[config.mk]
export PLATFORM = sky130hd
export DESIGN_NAME = hazard_sequencer
export DESIGN_NICKNAME = d
export VERILOG_FILES = /design/src/rtl/hazard_sequencer.sv
export SDC_FILE = /design/constraint.sdc
export NUM_CORES = 1
export LEC_CHECK = 0
export CAP_MARGIN = 20
export CORE_MARGIN = 2
export CORE_UTILIZATION = 35
export DETAILED_ROUTE_END_ITERATION = 12
export GPL_TIMING_DRIVEN = 1
export PLACE_DENSITY = 0.84
export SLEW_MARGIN = 20
export SYNTH_ARGS = -nofsm -noshare
export SYNTH_HDL_FRONTEND = slang
export SYNTH_SLANG_ARGS = --single-unit
export TNS_END_PERCENT = 30
[constraint.sdc]
create_clock -name clk -period 2 [get_ports clk]
set_input_delay 0.4 -clock clk [delete_from_list [all_inputs] [get_ports clk]]
set_output_delay 0.4 -clock clk [all_outputs]
set_load 0.05 [all_outputs]
[src/rtl/hazard_sequencer.sv]
// hazard_sequencer
//   Pipeline stall/freeze controller for the 5-stage core. It has three jobs:
//     - Hold IF/ID and inject an ID/EX bubble on a RAW hazard. With forwarding
//       enabled, only a load-use hazard stalls. With forwarding disabled, any
//       in-flight destination stalls.
//     - Freeze the whole pipeline while the multi-cycle SRAM finishes a
//       MEM-stage access.
//     - Issue the taken-branch flush.
//   Priority is freeze_all > flush > hazard stall.
//
// Parameters
//   MEM_WAIT_CYCLES : total SRAM access latency in cycles (1..16)
//
// Optional feature
//   HAZARD_STATS_EN : when defined, stall_count is a saturating counter of
//                     cycles with freeze_all | freeze_if_id. When undefined,
//                     stall_count is tied to zero and no counter is built.
//
// Ports
//   clk, rst           : clock (rising edge) and synchronous active-high reset
//   fwd_en             : forwarding enabled
//   src1, src2, two_src: ID-stage source registers; two_src means src2 is read
//   exe_dest, exe_wb_en, exe_mem_r_en : EXE-stage destination, write-back, load
//   mem_dest, mem_wb_en, mem_req      : MEM-stage destination, write-back, access
//   branch_taken       : taken branch resolved in EXE
//   freeze_if_id       : hold PC and IF/ID
//   bubble_id          : load NOP into ID/EX
//   freeze_all         : hold every pipeline register
//   flush              : squash IF/ID and ID/EX
//   stall_count        : stall-cycle statistics
module hazard_sequencer #(
  parameter int unsigned MEM_WAIT_CYCLES = 5
) (
  input  logic        clk,
  input  logic        rst,
  input  logic        fwd_en,
  input  logic [3:0]  src1,
  input  logic [3:0]  src2,
  input  logic        two_src,
  input  logic [3:0]  exe_dest,
  input  logic        exe_wb_en,
  input  logic        exe_mem_r_en,
  input  logic [3:0]  mem_dest,
  input  logic        mem_wb_en,
  input  logic        mem_req,
  input  logic        branch_taken,
  output logic        freeze_if_id,
  output logic        bubble_id,
  output logic        freeze_all,
  output logic        flush,
  output logic [15:0] stall_count
);

  typedef enum logic [1:0] {RUN, WAIT, DONE} state_t;

  localparam bit         MULTI    = (MEM_WAIT_CYCLES > 1);
  localparam logic [3:0] CNT_LOAD = MULTI ? 4'(MEM_WAIT_CYCLES - 2) : 4'd0;

  state_t     state, state_nx;
  logic [3:0] cnt, cnt_nx;
  logic       freeze_raw;
  logic       hazard;
  logic       m_exe, m_mem;

  // Source-match detection against the EXE and MEM destinations
  always_comb begin
    m_exe  = (src1 == exe_dest) | (two_src & (src2 == exe_dest));
    m_mem  = (src1 == mem_dest) | (two_src & (src2 == mem_dest));
    hazard = 1'b0;
    if (fwd_en)
      hazard = exe_wb_en & exe_mem_r_en & m_exe;
    else
      hazard = (exe_wb_en & m_exe) | (mem_wb_en & m_mem);
  end

  // Sequencer next-state logic.
  // cnt is loaded with MEM_WAIT_CYCLES-2, which is the number of WAIT cycles
  // that follow. WAIT hands over to DONE on its last cycle (cnt==1), so the
  // freeze covers exactly MEM_WAIT_CYCLES-1 cycles. With a latency of 2 there
  // are no WAIT cycles, so RUN goes straight to DONE.
  always_comb begin
    state_nx   = state;
    cnt_nx     = cnt;
    freeze_raw = 1'b0;
    unique case (state)
      RUN: begin
        if (MULTI && mem_req) begin
          freeze_raw = 1'b1;
          if (MEM_WAIT_CYCLES == 2) begin
            state_nx = DONE;
          end else begin
            state_nx = WAIT;
            cnt_nx   = CNT_LOAD;
          end
        end
      end
      WAIT: begin
        freeze_raw = 1'b1;
        cnt_nx     = cnt - 4'd1;
        if (cnt <= 4'd1)
          state_nx = DONE;
      end
      DONE: begin
        // The access that just finished is still visible in MEM; ignore it.
        state_nx = RUN;
      end
      default: begin
        state_nx = RUN;
        cnt_nx   = '0;
      end
    endcase
  end

  always_ff @(posedge clk) begin
    if (rst) begin
      state <= RUN;
      cnt   <= '0;
    end else begin
      state <= state_nx;
      cnt   <= cnt_nx;
    end
  end

  // All outputs are gated by reset and follow the priority freeze > flush > stall
  always_comb begin
    freeze_all   = ~rst & freeze_raw;
    flush        = ~rst & branch_taken & ~freeze_raw;
    freeze_if_id = ~rst & hazard & ~freeze_raw & ~branch_taken;
    bubble_id    = freeze_if_id;
  end

`ifdef HAZARD_STATS_EN
  logic [15:0] stall_cnt_q;

  always_ff @(posedge clk) begin
    if (rst)
      stall_cnt_q <= '0;
    else if ((freeze_all | freeze_if_id) && (stall_cnt_q != '1))
      stall_cnt_q <= stall_cnt_q + 16'd1;
  end

  assign stall_count = stall_cnt_q;
`else
  assign stall_count = '0;
`endif

endmodule
# Word-level counts from Yosys, hierarchy flattened
# Index checks and enable logic that the tools add are counted.
# classes
add_sub_neg	1
n_reduce_logical	3
n_mux	8
order_cmp	1
bitwise_logic	19
eq_ne	8
# ops
op	n
4-bit equality test	4
1-bit bitwise AND	12
4-bit case mux with 3 select lines	1
4-bit by 1-bit less-or-equal comparator with 1-bit output (second input constant)	1
2-bit 2-to-1 mux	2
4-bit 2-to-1 mux	1
2-bit inequality test (second input constant)	2
1-bit inverter	4
2-bit case mux with 2 select lines	1
2-bit AND reduction	2
4-bit by 1-bit subtractor with 4-bit output (second input constant)	1
1-bit OR	3
2-bit by 1-bit equality test with 1-bit output (second input constant)	1
2-bit equality test (second input constant)	1
2-bit zero test	1
1-bit 2-to-1 mux	2
1-bit case mux with 2 select lines	1
# totals
word_cells	42
inputBits	25
regBits	6
output_inout_bits	20

# Logic depth before layout (Yosys ltp)
# depth
depth_word	9
mapped_depth	5
ltp_nobuf	5

# Least setup slack after synthesis
# Ideal clock, no wire load.
# synth_path
path_kind	input-to-output
from	input port rst
to	output port freeze_if_id
arrival_time_ps	2055
slack_ps	-455
path_stages	5
n_path_buf	2
path_cell_list	clkbuf_1 nor3_1 nand3b_1 o22ai_1 buf_4
# synth_between
elab_chain_len	4
# synth_rtl
element	line_no	source
start, declared	35	input logic rst,
1-bit inverter	128	freeze_if_id = ~rst & hazard & ~freeze_raw & ~branch_taken;
1-bit bitwise AND (3 in a row)	128	
end, declared	47	output logic freeze_if_id,
# No other way between the ends.

# Final worst setup path
# layout_path
from	input port src2[0]
to	output port bubble_id
# layout_between
elab_chain_len	9
# layout_rtl
element	line_no	source
start, declared	38	input logic [3:0] src2,
4-bit equality test (on tied branches)	67, 68	
1-bit bitwise AND (on tied branches)	67, 68	
1-bit OR (on tied branches)	67, 68	
1-bit bitwise AND	73	hazard = (exe_wb_en & m_exe) | (mem_wb_en & m_mem);
1-bit OR	73	
1-bit 2-to-1 mux *	70	if (fwd_en)
1-bit bitwise AND * (3 in a row)	128	
end, declared	48	output logic bubble_id,
# Every way passes the cells marked *; elsewhere a longest branch is shown, timed or not.

==> qor.yml <==
outcome: "finished, final reports clean"
finClkSkew_ps: 4.38
cts_num_sinks: 6
hold_path_class: "reg2reg"
power_mw: 0.542
start_util_pct: 36.9
instances_no_fill: 141
die_area_um2: 2180
seq_area_frac_synth_pct: 18.9
hold_violations: 0
clock_path_buffers: 2
netlist_instances: 81
grt_pass1_vias: 629
yosys_most_used_dff: "dfxtp_1"
grt_use_total_pct: 16.7
critPathRequiredTime_ps: 1600
drive_gt1_share_pct: 24.1
htreeDepth: 1
syn_area_um2: 637
via_per_inst: 4.45
critPathKind: "in2out"
peakVddDrop_mv: 0.336
numCtsBuffers: 3
layout_min_cycle_time_ps: 1980
critPathMaxFanout: 2
placedCellCount: 138
first_iter_violations: 2
setup_tns_ps: 0
io_pins: 45
synthArstFlopShare_pct: 0
final_util_pct: 60.2
cp.arrival_ps: 1580
fin_crit_sh_pct: 98.9
end_kind: "output pin"
ant_nets: 0
power.leakage_nw: 0.461
fmax_mhz: 506
path_clk_slew_ps: 40
port_buffers: 28
core_area_um2: 1730
route.vias.total: 627
gr-total-overflow: 0
routed_wl_um: 1600
final_cell_mix: "xor2_1 (16), conb_1 (16), clkdlybuf4s15_1 (10)"
row_count: 15
hold_slack_ps: 466
antenna_found_initial: 0
grt_pass1_wl_um: 2530
die-width_um: 46.7
yosys_warnings: 0
dpl.hpwl_um: 1320
avgSynthCellArea_um2: 7.86
pwr_density_cell_nw_per_um2: 522
finalSetupViolations: 0
tritoncts: "done"
synth_edf_count: 0
post_cts_buffers: 0
final_max_slew_viol_count: 0
nets: 145
drc: 0
ys_types: 25
cap_viol_max_count: 0
grt_start_max_net_pins: 8
die_y_um: 46.7
clk_latency_ps: 240
ys_seq_elements: 6
area_growth_pct: 63.3
fillCellCount: 153
wl_per_cell_um: 11.3
cp-start-kind: "primary input"
diodes: 0
drt_first_pass_iters: 2
gp_congestion: 0.835
cts_root_buf: "clkbuf_4"
==> sequential cells by signal, summed over array words and instances (netlist names) <==
| register | cells |
|---|---|
| cnt | 4 |
| state | 2 |
==> worst max-delay path, stage by stage <==
cell	delay [ps]
dlygate4sd2_1	260
xor2_1	180
nor3_2	220
a31oi_2	140
o22ai_4	210
buf_12	170
==> metrics by stage <==
stage | setup slack [ps] | area, um^2
after floorplan | -123 | 704
after global placement | -252 | 977
after detailed placement | -296 | 977
after CTS | 0.953 | 1010
after global routing | -85.7 | 1040
final | 22.5 | 1040
==> area by class of cell <==
cell class,instances,area (um^2),area share (%)
multi-input cells,69,495,47.7
repair buffers,35,358,34.4
flip-flops and latches,6,121,11.7
well taps,25,31.3,3.01
clock buffers,3,22.5,2.17
inverters,3,11.3,1.08
==> Yosys cell counts, drive strengths merged (2+ instances only) <==
cell type | number | area share [%]
dfxtp | 6 | 19
nor4 | 2 | 2.0
nor2 | 8 | 4.7
a31oi | 2 | 2.0
buf | 17 | 20
nand3 | 2 | 1.6
xor2 | 16 | 22
xnor2 | 2 | 2.8
ha | 2 | 3.9
nor3 | 6 | 4.7
a21oi | 2 | 1.6
nand2b | 2 | 2.0
inv | 3 | 1.8
==> report_power, final <==
| group | internal, mW | leakage (nW) | switching (mW) | total, mW |
|---|---|---|---|---|
| sequential | 0.136 | 0.0500 | 0.0152 | 0.151 |
| clock | 0.0675 | 0.0138 | 0.0384 | 0.106 |
| combinational | 0.116 | 0.398 | 0.170 | 0.286 |
| total | 0.319 | 0.461 | 0.224 | 0.542 |
==> metal layers <==
layer  global-route usage (%)  wire [um]
met1                     16.4        573
met2                     32.8        874
met3                     2.75        143
met4                     8.33          8
met5                        0          0
==> path summary, 6_finish.rpt <==
path                            cells after the start  startpoint  slack, ps        end
worst max-delay path                                6     src2[0]         20  bubble_id
worst min-delay path                                1    state[1]        470   state[1]
worst max register to register                      5      cnt[0]        640   state[0]
worst min register to register                      1    state[1]        470   state[1]
==> cell families (layout without fill, tap and decap cells) <==
group	Yosys count	after routing	share of synthesized area (%)
DFF	6	6	18.9
AOI/OAI and AO/OA	8	8	8.84
and+or+nand+nor	25	25	20.6
buffers and inverters	21	41	22.4
adders and majority gates	2	2	3.93
xor gates and xnor gates	18	18	24.8
other	1	16	0.589
==> what timing repair did <==
action | CTS | global route
endpoints found under the setup margin | 2 | 2
endpoints found under the hold margin | 0 | 0
resized for setup | 26 | 17
hold buffers | 0 | 0
pin swaps | 10 | 8
Note: power is estimated with default switching activity, not from simulation.
